### src/rtl/cpu_bus_if.sv
// System-bus side of the CPU bus sequencer: address, strobes and data, plus the optional wait line.
// bus_wait exists only when CPU_BUS_WAIT_EN is defined.
interface cpu_bus_if;
    logic [15:0] bus_addr;
    logic        bus_rd;
    logic        bus_wr;
    logic [7:0]  bus_wdata;
    logic [7:0]  bus_rdata;
`ifdef CPU_BUS_WAIT_EN
    logic        bus_wait;
`endif

    modport master (
        output bus_addr,
        output bus_rd,
        output bus_wr,
        output bus_wdata,
`ifdef CPU_BUS_WAIT_EN
        input  bus_wait,
`endif
        input  bus_rdata
    );

    modport slave (
        input  bus_addr,
        input  bus_rd,
        input  bus_wr,
        input  bus_wdata,
`ifdef CPU_BUS_WAIT_EN
        output bus_wait,
`endif
        output bus_rdata
    );
endinterface

### src/rtl/cpu_bus_interface.sv
// CPU memory bus sequencer: T-cycle generator (T0..T3), M-cycle address mux, rd/wr strobes, read capture.
// Latency: address/strobes 1 clk after T0 starts, read data in T3 (3 clks after T0 starts).
// Backpressure: with CPU_BUS_WAIT_EN defined, bus_wait stalls T2; otherwise T2 is always one clk.
module cpu_bus_interface (
    input  logic        clk,
    input  logic        reset,
    input  logic        mem_enable,
    input  logic        mem_write,
    input  logic [2:0]  mem_addr_sel,
    input  logic [15:0] inc_addr,
    input  logic [15:0] pc,
    input  logic [15:0] reg_pair,
    input  logic [7:0]  reg_c,
    input  logic [7:0]  wdata_in,
    output logic [1:0]  t_cycle,
    output logic        mcycle_end,
    output logic [7:0]  mem_data_in,
    cpu_bus_if.master   bus
);

    typedef enum logic [1:0] {
        T0 = 2'd0,
        T1 = 2'd1,
        T2 = 2'd2,
        T3 = 2'd3
    } tstate_t;

    localparam logic [2:0] SEL_INC     = 3'd0;
    localparam logic [2:0] SEL_PC      = 3'd1;
    localparam logic [2:0] SEL_REGPAIR = 3'd2;
    localparam logic [2:0] SEL_HIGHC   = 3'd3;
    localparam logic [2:0] SEL_HIGHIMM = 3'd4;

    tstate_t     state;
    tstate_t     state_nxt;
    logic        stall;
    logic [7:0]  imm;
    logic [15:0] addr_mux;

`ifdef CPU_BUS_WAIT_EN
    // Wait is only honoured in T2; other phases ignore it.
    assign stall = (state == T2) && bus.bus_wait;
`else
    assign stall = 1'b0;
`endif

    always_comb begin
        state_nxt = state;
        case (state)
            T0:      state_nxt = T1;
            T1:      state_nxt = T2;
            T2:      state_nxt = stall ? T2 : T3;
            T3:      state_nxt = T0;
            default: state_nxt = T0;
        endcase
    end

    always_ff @(posedge clk) begin
        if (reset) begin
            state <= T0;
        end else begin
            state <= state_nxt;
        end
    end

    assign t_cycle    = state;
    assign mcycle_end = (state == T3);

    always_comb begin
        addr_mux = 16'h0000;
        case (mem_addr_sel)
            SEL_INC:     addr_mux = inc_addr;
            SEL_PC:      addr_mux = pc;
            SEL_REGPAIR: addr_mux = reg_pair;
            SEL_HIGHC:   addr_mux = {8'hFF, reg_c};
            SEL_HIGHIMM: addr_mux = {8'hFF, imm};
            default:     addr_mux = 16'h0000;
        endcase
    end

    // Address and write data only move on memory M-cycles; idle cycles keep the bus quiet.
    always_ff @(posedge clk) begin
        if (reset) begin
            bus.bus_addr  <= 16'h0000;
            bus.bus_wdata <= 8'h00;
            bus.bus_rd    <= 1'b0;
            bus.bus_wr    <= 1'b0;
            mem_data_in   <= 8'h00;
            imm           <= 8'h00;
        end else begin
            case (state)
                T0: begin
                    if (mem_enable) begin
                        bus.bus_addr  <= addr_mux;
                        bus.bus_wdata <= wdata_in;
                        bus.bus_rd    <= !mem_write;
                        bus.bus_wr    <= mem_write;
                    end
                end
                T2: begin
                    if (!stall) begin
                        bus.bus_rd <= 1'b0;
                        bus.bus_wr <= 1'b0;
                        if (bus.bus_rd) begin
                            mem_data_in <= bus.bus_rdata;
                            imm         <= bus.bus_rdata;
                        end
                    end
                end
                default: begin
                end
            endcase
        end
    end

endmodule
### src/flat_wrapper.sv
// flat-port wrapper written by rule: the top's interface ports become plain ports
module cpu_bus_interface_flat 
  (clk, reset, mem_enable, mem_write, mem_addr_sel, inc_addr, pc, reg_pair, reg_c, wdata_in, t_cycle, mcycle_end, mem_data_in, bus_bus_addr, bus_bus_rd, bus_bus_wr, bus_bus_wdata, bus_bus_rdata);
  cpu_bus_if bus_i ();
  input  logic clk;
  input  logic reset;
  input  logic mem_enable;
  input  logic mem_write;
  input  logic [2:0] mem_addr_sel;
  input  logic [15:0] inc_addr;
  input  logic [15:0] pc;
  input  logic [15:0] reg_pair;
  input  logic [7:0] reg_c;
  input  logic [7:0] wdata_in;
  output logic [1:0] t_cycle;
  output logic mcycle_end;
  output logic [7:0] mem_data_in;
  output wire logic [$bits(bus_i.bus_addr)-1:0] bus_bus_addr;
  output wire logic [$bits(bus_i.bus_rd)-1:0] bus_bus_rd;
  output wire logic [$bits(bus_i.bus_wr)-1:0] bus_bus_wr;
  output wire logic [$bits(bus_i.bus_wdata)-1:0] bus_bus_wdata;
  input wire logic [$bits(bus_i.bus_rdata)-1:0] bus_bus_rdata;
  assign bus_bus_addr = bus_i.bus_addr;
  assign bus_bus_rd = bus_i.bus_rd;
  assign bus_bus_wr = bus_i.bus_wr;
  assign bus_bus_wdata = bus_i.bus_wdata;
  assign bus_i.bus_rdata = bus_bus_rdata;
  cpu_bus_interface u_core (.clk(clk), .reset(reset), .mem_enable(mem_enable), .mem_write(mem_write), .mem_addr_sel(mem_addr_sel), .inc_addr(inc_addr), .pc(pc), .reg_pair(reg_pair), .reg_c(reg_c), .wdata_in(wdata_in), .t_cycle(t_cycle), .mcycle_end(mcycle_end), .mem_data_in(mem_data_in), .bus(bus_i));
endmodule
### config.mk
export PLATFORM = sky130hd
export DESIGN_NAME = cpu_bus_interface_flat
export DESIGN_NICKNAME = d
export VERILOG_FILES = /design/src/rtl/cpu_bus_if.sv /design/src/rtl/cpu_bus_interface.sv /design/src/flat_wrapper.sv
export SDC_FILE = /design/constraint.sdc
export NUM_CORES = 1
export LEC_CHECK = 0
export BUFFER_PORTS_ARGS = -buffer_cell sky130_fd_sc_hd__buf_2
export CAP_MARGIN = 20
export CORE_MARGIN = 2
export CORE_UTILIZATION = 45
export CTS_CLUSTER_SIZE = 8
export DETAILED_ROUTE_END_ITERATION = 7
export GPL_TIMING_DRIVEN = 0
export HOLD_SLACK_MARGIN = 0.06
export PLACE_DENSITY = 0.82
export SYNTH_ARGS = -nofsm -noshare
export SYNTH_HDL_FRONTEND = slang
export SYNTH_SLANG_ARGS = --single-unit
### constraint.sdc
create_clock -name clk -period 2.4 [get_ports clk]
set_clock_uncertainty 0.15 [all_clocks]
set_input_delay 0.6 -clock clk [delete_from_list [all_inputs] [get_ports clk]]
set_output_delay 0.6 -clock clk [all_outputs]
set_load 0.005 [all_outputs]
==> results of run 1 <==
layout make-up:
class / count / area [um^2]
Fill cell: 381 / 1420
Multi-Input combinational cell: 190 / 1090
Sequential cell: 36 / 721
Timing Repair Buffer: 112 / 561
Buffer: 22 / 125
Clock buffer: 6 / 82.6
Tap cell: 50 / 62.6
Inverter: 3 / 11.3
Clock inverter: 2 / 10.0
critical path, stage by stage, from the launching register on:
cell,delay (ns)
dfxtp_1,0.36
inv_1,0.08
ha_1,0.26
nand2_2,0.18
buf_1,0.39
a21oi_1,0.13
a211oi_1,0.23
synth_stat cells, types with 6 or more instances:
library cell | n | area, um^2
o21ai_0 | 30 | 150
o211ai_1 | 8 | 60.1
a21oi_1 | 33 | 165
buf_2 | 6 | 30.0
nand3_1 | 8 | 40.0
clkbuf_1 | 9 | 33.8
nand2b_1 | 7 | 43.8
mux2_2 | 6 | 67.6
nand3b_1 | 8 | 60.1
nor2_1 | 22 | 82.6
dfxtp_1 | 36 | 721
a211oi_1 | 8 | 60.1
nand2_1 | 35 | 131
a222oi_1 | 8 | 80.1
path summary, 6_finish.rpt:
| path | from | end | slack [ns] |
|---|---|---|---|
| max reg2reg | u_core.t_cycle[0] | u_core.bus.bus_addr[6] | 0.54 |
| max | u_core.t_cycle[0] | u_core.bus.bus_addr[6] | 0.54 |
| min | u_core.bus.bus_wdata[3] | u_core.bus.bus_wdata[3] | 0.30 |
| min reg2reg | u_core.bus.bus_wdata[3] | u_core.bus.bus_wdata[3] | 0.30 |
through the flow:
step | instances | hold slack, ns | util, % | total power, mW
2_1_floorplan | 251 | 0.303 | - | 0.987
3_3_place_gp | 413 | 0.290 | 63.0 | 1.17
3_5_place_dp | 413 | 0.295 | 63.0 | 1.18
4_1_cts | 421 | 0.304 | 65.3 | 1.62
5_1_grt | 421 | 0.336 | 65.3 | 1.72
6_report | 421 | 0.300 | 65.3 | 1.61
report_power, final:
part           leakage, nW  internal, mW  total, mW  switching, mW
combinational        0.879         0.210      0.483          0.273
clock               0.0510         0.229      0.440          0.211
sequential           0.293         0.655      0.691         0.0352
total                 1.22          1.09       1.61          0.519
logic make-up (layout without fill, tap and decap cells):
kind of cell	count (synthesis)	in the layout	share of synthesized area, %
simple gates	87	87	21.1
flops	36	36	36.9
buf+inv	25	145	6.99
mux	9	9	5.00
fa+ha+maj	3	3	1.92
compound gates	91	91	28.1
layer usage:
| layer | wire (um) | up-vias |
|---|---|---|
| met4 | 67 | 0 |
| met1 | 2460 | 1074 |
| met3 | 529 | 9 |
| met2 | 2790 | 123 |
| li1 | - | 1140 |
| met5 | 0 | - |
state kept, by name (all words and copies together) (netlist names):
| name | flops |
|---|---|
| u_core.bus.bus_wr | 1 |
| u_core.bus.bus_rd | 1 |
| u_core.bus.bus_wdata | 8 |
| u_core.t_cycle | 2 |
| u_core.bus.bus_addr | 16 |
| u_core.mem_data_in | 8 |
==> results.py, run 1 <==
metrics = {
    "yosys": {
        "synth_area_um2": 1950,
        "ys_seq_area_share_pct": 36.9,
        "ys_ff_latch": 36,
        "syn_area_per_cell_um2": 7.78,
        "synth_fp_nets": 333,
        "ys.flop_type": "dfxtp_1",
        "ys_warn_count": 0,
        "synth_cell_type_count": 31,
        "async_flop_share_pct": 0,
        "synth_cells": 251,
        "synth-edff-count": 0,
    },
    "floorplan": {
        "start_util_pct": 47.8,
        "ioPinCount": 116,
        "die_y_um": 69.9,
        "core-area_um2": 4090,
        "die_area_um2": 4880,
        "num_rows": 23,
        "die_w_um": 69.9,
    },
    "critical_path": {
        "crit_path_end_kind": "register",
        "rr_worst_depth": 6,
        "worstPathMaxFanout": 10,
        "start_kind": "register",
        "required_ns": 2.45,
        "arrival_ns": 1.90,
        "path_class": "register to register",
    },
    "power_and_ir_drop": {
        "leakage_nw": 1.22,
        "powerDensity_nw_per_um2": 605,
        "vdd_drop_max_v": 0.000430,
    },
    "global_routing": {
        "grt_pass1_wl_um": 9540,
        "grt_use_total_pct": 23.4,
        "antenna_found_initial": 0,
        "use_met3_pct": 4.62,
        "use_met1_pct": 31.0,
        "use_met2_pct": 38.8,
        "grt_pass1_vias": 2138,
        "grt_max_degree": 12,
        "grt-ovfl-total": 0,
        "grt.busiest_layer": "met2",
    },
    "sta": {
        "drv_slew": 0,
        "finalHoldViolations": 0,
        "max_freq_ghz": 0.538,
        "relSlewSlack_pct": 65.6,
        "setup_viol": 0,
        "worst_pin_slew_ns": 0.515,
        "fin_setup_tns_ns": 0,
        "min_period_ns": 1.86,
        "rsz0062_at_grt": "false",
        "fin_crit_sh_pct": 77.4,
        "setup_ws_ns": 0.542,
    },
    "route": {
        "drt_iter0_drc": 171,
        "wirelength_um": 5850,
        "detail-route-antenna-nets": 0,
        "dr.pass1.iters": 5,
        "vias_per_cell": 5.57,
        "drc": 0,
        "routedWlPerCell_um": 13.9,
        "vias": 2346,
    },
    "clock_network": {
        "cts_buffer_depth": 2,
        "cts_tree": "done",
        "numCtsBuffers": 5,
        "cts.clk_slew.worst_paths_ns": 0.07,
        "post_cts_buffers": 0,
        "clkSinkCount": 36,
        "hold_buffers": 0,
        "cts.repair.resized": 0,
        "htreeDepth": 2,
        "ctsRootBufferMaster": "clkbuf_8",
        "worstSkewPairLatency_ns": 0.28,
    },
    "run": {
        "cap_violations": 0,
    },
    "worst_hold_path": {
        "holdPathStages": 2,
        "hp-class": "register to register",
    },
    "cells_and_area": {
        "final_common_cell": "buf_2",
        "nNetsFinal": 452,
        "diodes": 0,
        "drive_gt1_share_pct": 37.7,
        "syn2layout_area_growth_pct": 36.7,
        "fin_area_um2": 2670,
        "final_cell_mix": "118 x buf_2, 36 x dfxtp_1, 35 x nand2_1, 33 x a21oi_1, 30 x o21ai_0",
    },
    "placement": {
        "gp_congestion": 0.833,
        "place_ws_ns": 0.484,
        "io_buffers": 112,
        "post_dp_cell_area_um2": 2570,
        "dp_hpwl_um": 4430,
    },
    "status": {
        "status": "finished, final reports clean",
    },
}
Note: power is estimated with default switching activity, not from simulation.
==> run 2: changes to the inputs <==
--- a/config.mk
+++ b/config.mk
@@ -8,12 +8,12 @@
 export BUFFER_PORTS_ARGS = -buffer_cell sky130_fd_sc_hd__buf_2
 export CAP_MARGIN = 20
 export CORE_MARGIN = 2
-export CORE_UTILIZATION = 45
+export CORE_UTILIZATION = 39
 export CTS_CLUSTER_SIZE = 8
 export DETAILED_ROUTE_END_ITERATION = 7
 export GPL_TIMING_DRIVEN = 0
 export HOLD_SLACK_MARGIN = 0.06
-export PLACE_DENSITY = 0.82
+export PLACE_DENSITY = 0.75
 export SYNTH_ARGS = -nofsm -noshare
 export SYNTH_HDL_FRONTEND = slang
 export SYNTH_SLANG_ARGS = --single-unit
==> constraint.sdc (replaced) <==
create_clock -name clk -period 1.6 [get_ports clk]
set_clock_uncertainty 0.15 [all_clocks]
set_input_delay 0.4 -clock clk [delete_from_list [all_inputs] [get_ports clk]]
set_output_delay 0.4 -clock clk [all_outputs]
set_load 0.005 [all_outputs]
==> results.py, run 2 (same netlist as run 1, synthesis figures left out) <==
metrics = {
    "cells_and_area": {
        "final_cell_mix": "118 x buf_2, 35 x nand2_1, 34 x dfxtp_1, 33 x a21oi_1, 30 x o21ai_0",
        "final_common_cell": "buf_2",
        "syn2layout_area_growth_pct": 44.2,
        "reg.largest.list": "u_core.bus.bus_addr: 16 flops, u_core.bus.bus_wdata: 8 flops, u_core.mem_data_in: 8 flops",
        "final_util_pct": 58.8,
        "fin_area_um2": 2810,
        "regMostFlops": "u_core.bus.bus_addr",
        "largest_register_ffs": 16,
        "final_cells": 444,
        "diodes": 0,
        "drive_gt1_share_pct": 41.1,
        "nNetsFinal": 458,
    },
    "worst_hold_path": {
        "hp-start": "wdata_in[1]",
        "hp-class": "primary input to register",
    },
    "clock_network": {
        "cts_buffer_depth": 2,
        "cts.clk_slew.worst_paths_ns": 0.08,
        "ctsRootBufferMaster": "clkbuf_8",
        "numCtsBuffers": 5,
        "clkSinkCount": 36,
        "cts_tree": "done",
        "hold_buffers": 0,
        "worstSkewPairLatency_ns": 0.28,
        "htreeDepth": 2,
    },
    "placement": {
        "post_dp_cell_area_um2": 2600,
        "dp_cells": 430,
        "dp_hpwl_um": 4580,
        "gp_congestion": 0.808,
        "io_buffers": 112,
    },
    "critical_path": {
        "crit_slowest_cell": "dfxtp_2",
        "max_stage_delay_ns": 0.33,
        "worstPathMaxFanout": 2,
        "r2r-start": "u_core.t_cycle[0]",
        "start_kind": "register",
        "path_class": "register to output port",
        "required_ns": 1.05,
        "crit_path_end_kind": "output port",
        "crit_chain": "buf_4 > ha_2 > buf_2",
        "crit_start": "u_core.t_cycle[0]",
        "arrival_ns": 1.04,
    },
    "sta": {
        "relSlewSlack_pct": 67.0,
        "min_period_ns": 1.59,
        "setup_viol": 0,
        "max_freq_ghz": 0.630,
        "drv_slew": 0,
        "finalHoldViolations": 0,
        "rsz0062_at_grt": "true",
        "worst_pin_slew_ns": 0.496,
        "fin_crit_sh_pct": 99.2,
        "hold_ws_ns": 0.194,
    },
    "route": {
        "drc": 0,
        "drt_iter0_drc": 143,
        "wirelength_um": 6150,
        "routedWlPerCell_um": 13.8,
        "vias": 2310,
        "vias_per_cell": 5.20,
        "dr.pass1.iters": 4,
        "detail-route-antenna-nets": 0,
    },
    "global_routing": {
        "grt_pass1_vias": 2115,
        "grt_pass1_wl_um": 9310,
        "antenna_found_initial": 0,
        "grt_max_degree": 12,
        "grt_use_total_pct": 21.6,
        "grt-ovfl-total": 0,
    },
    "status": {
        "status": "finished, final reports clean",
    },
    "floorplan": {
        "die_w_um": 74.7,
        "start_util_pct": 40.8,
        "die_area_um2": 5590,
        "die_y_um": 74.7,
        "num_rows": 25,
        "ioPinCount": 116,
        "core-area_um2": 4790,
    },
    "power_and_ir_drop": {
        "combPwrFrac_pct": 32.9,
        "leakage_nw": 1.28,
        "fin_total_pwr_mw": 2.71,
        "p_switching_mw": 0.832,
        "seq_power_share_pct": 38.4,
        "vdd_drop_max_v": 0.000587,
        "clock_power_share_pct": 28.7,
        "power.internal_mw": 1.88,
        "p_sw_share_pct": 30.7,
        "powerDensity_nw_per_um2": 963,
    },
    "run": {
        "cap_violations": 0,
    },
}
## run 2: cell count changes in the layout (fill, tap and decap cells not counted), sizes merged
cell / before / now
bufinv: 0 / 1
buf: 125 / 129
clkinv: 2 / 1
clkbuf: 15 / 17
## run 2: metrics by stage
stage	worst slack, ns	setup TNS, ns
2_1_floorplan	0.00993	0
3_3_place_gp	-0.170	-2.61
3_5_place_dp	-0.236	-4.07
4_1_cts	0.00338	0
5_1_grt	-0.0360	-0.115
6_report	0.0129	0
## run 2: metal layers
layer | global-route usage, % | up-vias | part of all wire [%]
li1 | - | 1151 | -
met1 | 26.2 | 1050 | 43
met2 | 37.7 | 98 | 49
met3 | 5.89 | 11 | 6.6
met4 | 5.75 | 0 | 1.9
met5 | 0 | - | 0
## run 2: critical path: cells and delay by family, from the launching register on
kind / cells / cell delay [ns]
flip-flops: 1 / 0.33
buffers and inverters: 2 / 0.25
adder cells (fa/ha/maj): 1 / 0.18
## run 2: power by group through the flow
stage | sequential (mW) | clock (mW) | combinational (mW)
final | 1.04 | 0.778 | 0.892
after global routing | 1.05 | 0.824 | 0.995
after CTS | 1.04 | 0.780 | 0.768
after detailed placement | 1.06 | 0 | 0.720
after global placement | 1.05 | 0 | 0.705
after floorplan | 1.06 | 0 | 0.420
## run 2: worst paths after layout
| kind | endpoint | slack (ns) | cells past startpoint |
|---|---|---|---|
| setup / recovery | mcycle_end | 0.01 | 3 |
| hold / removal | u_core.bus.bus_wdata[1] | 0.19 | 3 |
| setup reg to reg | u_core.bus.bus_addr[6] | 0.02 | 6 |
| hold reg to reg | u_core.bus.bus_wdata[6] | 0.30 | 2 |
## run 2: layout make-up
cell class              instances  area [um^2]
well taps                      67         83.8
inverters                       3         11.3
multi-input cells             190         1130
clock buffers                   6         72.6
plain buffers                  22          139
fillers                       468         1970
flip-flops and latches         36          723
repair buffers                118          623
clock inverters                 2         35.0
## run 2: what timing repair did
item                       in CTS  in global routing
gates cloned                    0                  1
setup endpoints to repair      26                 26
pin swaps                       3                  4
resized for setup               9                  8
buffers inserted                0                  5
==> run 3: changes to the inputs <==
==> constraint.sdc (replaced) <==
create_clock -name clk -period 1.6 [get_ports clk]
set_clock_uncertainty 0.15 [all_clocks]
set_input_delay 0.08 -clock clk [delete_from_list [all_inputs] [get_ports clk]]
set_output_delay 0.08 -clock clk [all_outputs]
set_load 0.005 [all_outputs]
==> results.py, run 3 (same netlist as run 1, synthesis figures left out) <==
metrics = {
    "status": {
        "status": "finished with violations",
        "violations": "negative setup slack",
    },
    "critical_path": {
        "worst-path-stages": 6,
        "rrSetupSlack_ns": -0.008,
        "crit_chain": "inv_2 > ha_4 > nand2_8 > buf_4 > a222oi_1 > a211oi_1",
        "required_ns": 1.59,
        "r2r-end": "u_core.bus.bus_addr[0]",
        "arrival_ns": 1.60,
        "crit_slowest_cell": "a222oi_1",
        "max_stage_delay_ns": 0.37,
        "crit_path_end_kind": "register",
        "crit_buf_inv": 2,
        "worstPathMaxFanout": 8,
        "crit_family": "compound AO/OA/AOI/OAI gates",
        "path_class": "register to register",
        "start_kind": "register",
        "r2r-start": "u_core.t_cycle[0]",
        "rr_worst_depth": 6,
    },
    "worst_hold_path": {
        "hp-class": "primary input to register",
        "hp-start": "reg_pair[1]",
        "holdPathStages": 5,
        "whs_endpoint": "u_core.bus.bus_addr[1]",
    },
    "power_and_ir_drop": {
        "vdd_drop_max_v": 0.000578,
        "powerDensity_nw_per_um2": 906,
        "fin_total_pwr_mw": 2.76,
        "leakage_nw": 1.38,
    },
    "sta": {
        "finalHoldViolations": 0,
        "relSlewSlack_pct": 66.4,
        "worst_pin_slew_ns": 0.504,
        "max_freq_ghz": 0.622,
        "min_period_ns": 1.61,
        "hold_ws_ns": 0.0663,
        "drv_slew": 0,
        "setup_ws_ns": -0.00773,
        "setup_viol": 1,
        "fin_crit_sh_pct": 100,
        "rsz0062_at_grt": "true",
    },
    "route": {
        "routedWlPerCell_um": 14.4,
        "wirelength_um": 6730,
        "detail-route-antenna-nets": 0,
        "vias": 2432,
        "drc": 0,
        "wl_met2_um": 3370,
        "drt-met1-wl_um": 2740,
        "dr.pass1.iters": 4,
        "drt_iter0_drc": 189,
        "wl_met3_um": 425,
        "vias_per_cell": 5.20,
        "top_layer_used": "met4",
    },
    "floorplan": {
        "ioPinCount": 116,
        "die_area_um2": 5590,
        "start_util_pct": 40.8,
        "die_w_um": 74.7,
        "die_y_um": 74.7,
        "core-area_um2": 4790,
        "num_rows": 25,
    },
    "global_routing": {
        "grt_use_total_pct": 23.3,
        "grt_pass1_vias": 2286,
        "grt-ovfl-total": 0,
        "grt_pass1_wl_um": 10000,
        "grt_max_degree": 12,
        "antenna_found_initial": 0,
    },
    "cells_and_area": {
        "regMostFlops": "u_core.bus.bus_addr",
        "final_common_cell": "buf_2",
        "reg.largest.list": "u_core.bus.bus_addr: 16 flops, u_core.bus.bus_wdata: 8 flops, u_core.mem_data_in: 8 flops",
        "nNetsFinal": 481,
        "drive_gt1_share_pct": 38.0,
        "fillers": 431,
        "syn2layout_area_growth_pct": 56.1,
        "final_cell_mix": "118 x buf_2, 35 x nand2_1, 34 x dfxtp_1, 33 x a21oi_1, 30 x o21ai_0",
        "largest_register_ffs": 16,
        "regArea_um2": 723,
        "multi_input_area_um2": 1120,
    },
    "clock_network": {
        "cts_tree": "done",
        "numCtsBuffers": 5,
        "ctsRootBufferMaster": "clkbuf_8",
        "cts.clk_slew.worst_paths_ns": 0.07,
        "clkSinkCount": 36,
        "htreeDepth": 2,
        "worstSkewPairLatency_ns": 0.28,
        "cts_buffer_depth": 2,
    },
    "placement": {
        "gp_congestion": 0.808,
        "io_buffers": 112,
        "dp_hpwl_um": 4580,
    },
    "run": {
        "cap_violations": 0,
    },
}
[run 3: layout make-up]
cell class                      count  area share, %
Antenna cell                        1         0.0821
Timing Repair Buffer              142           28.3
Tap cell                           67           2.75
Clock buffer                        6           2.38
Clock inverter                      2           1.15
Inverter                            3          0.370
Buffer                             21           4.39
Sequential cell                    36           23.7
Multi-Input combinational cell    190           36.8
[run 3: how the worst max path moves through the flow]
| stage | endpoint | startpoint | slack [ns] |
|---|---|---|---|
| 6_report | u_core.bus.bus_addr[0] | u_core.t_cycle[0] | -0.008 |
| 5_1_grt | u_core.bus.bus_addr[0] | u_core.t_cycle[0] | -0.08 |
| 4_1_cts | u_core.bus.bus_addr[6] | u_core.t_cycle[0] | 0.003 |
| 3_5_place_dp | u_core.bus.bus_addr[7] | u_core.t_cycle[0] | -0.24 |
| 3_3_place_gp | u_core.bus.bus_addr[7] | u_core.t_cycle[0] | -0.17 |
| 2_1_floorplan | u_core.bus.bus_addr[7] | u_core.t_cycle[0] | 0.01 |
[run 3: report_power, final]
group	internal (mW)	switching [mW]	total, mW
clock	0.462	0.315	0.778
combinational	0.464	0.467	0.932
sequential	0.987	0.0650	1.05
[run 3: metrics by stage]
stage / instance area, um^2 / setup slack, ns / utilization, % / TNS (ns) / cells
4_1_cts: 2970 / 0.00338 / 62.1 / 0 / 462
3_3_place_gp: 2600 / -0.170 / 54.2 / -2.46 / 430
5_1_grt: 3040 / -0.0764 / 63.6 / -0.206 / 467
3_5_place_dp: 2600 / -0.236 / 54.2 / -3.98 / 430
6_report: 3050 / -0.00773 / 63.7 / -0.00773 / 468
2_1_floorplan: 1950 / 0.00993 / - / 0 / 251
[run 3: worst register-to-register path: cells and delay by family (launching register included)]
family	cells	cell delay (ns)
AOI/OAI and AO/OA	2	0.51
buffers and inverters	2	0.22
adders and majority gates	1	0.18
and+or+nand+nor	1	0.08
DFF	1	0.33
[run 3: per-layer routing]
metal | up-vias | track usage [%]
met3 | 18 | 5.49
li1 | 1195 | -
met5 | - | 0
met2 | 123 | 42.2
met1 | 1096 | 27.1
met4 | 0 | 7.74
[run 3: repair_timing]
action	4_1_cts	5_1_grt
endpoints found under the hold margin	24	0
gates cloned	0	1
pin swaps	3	5
setup buffers	0	5
setup endpoints to repair	26	26
hold buffers	24	0
resized for setup	9	4
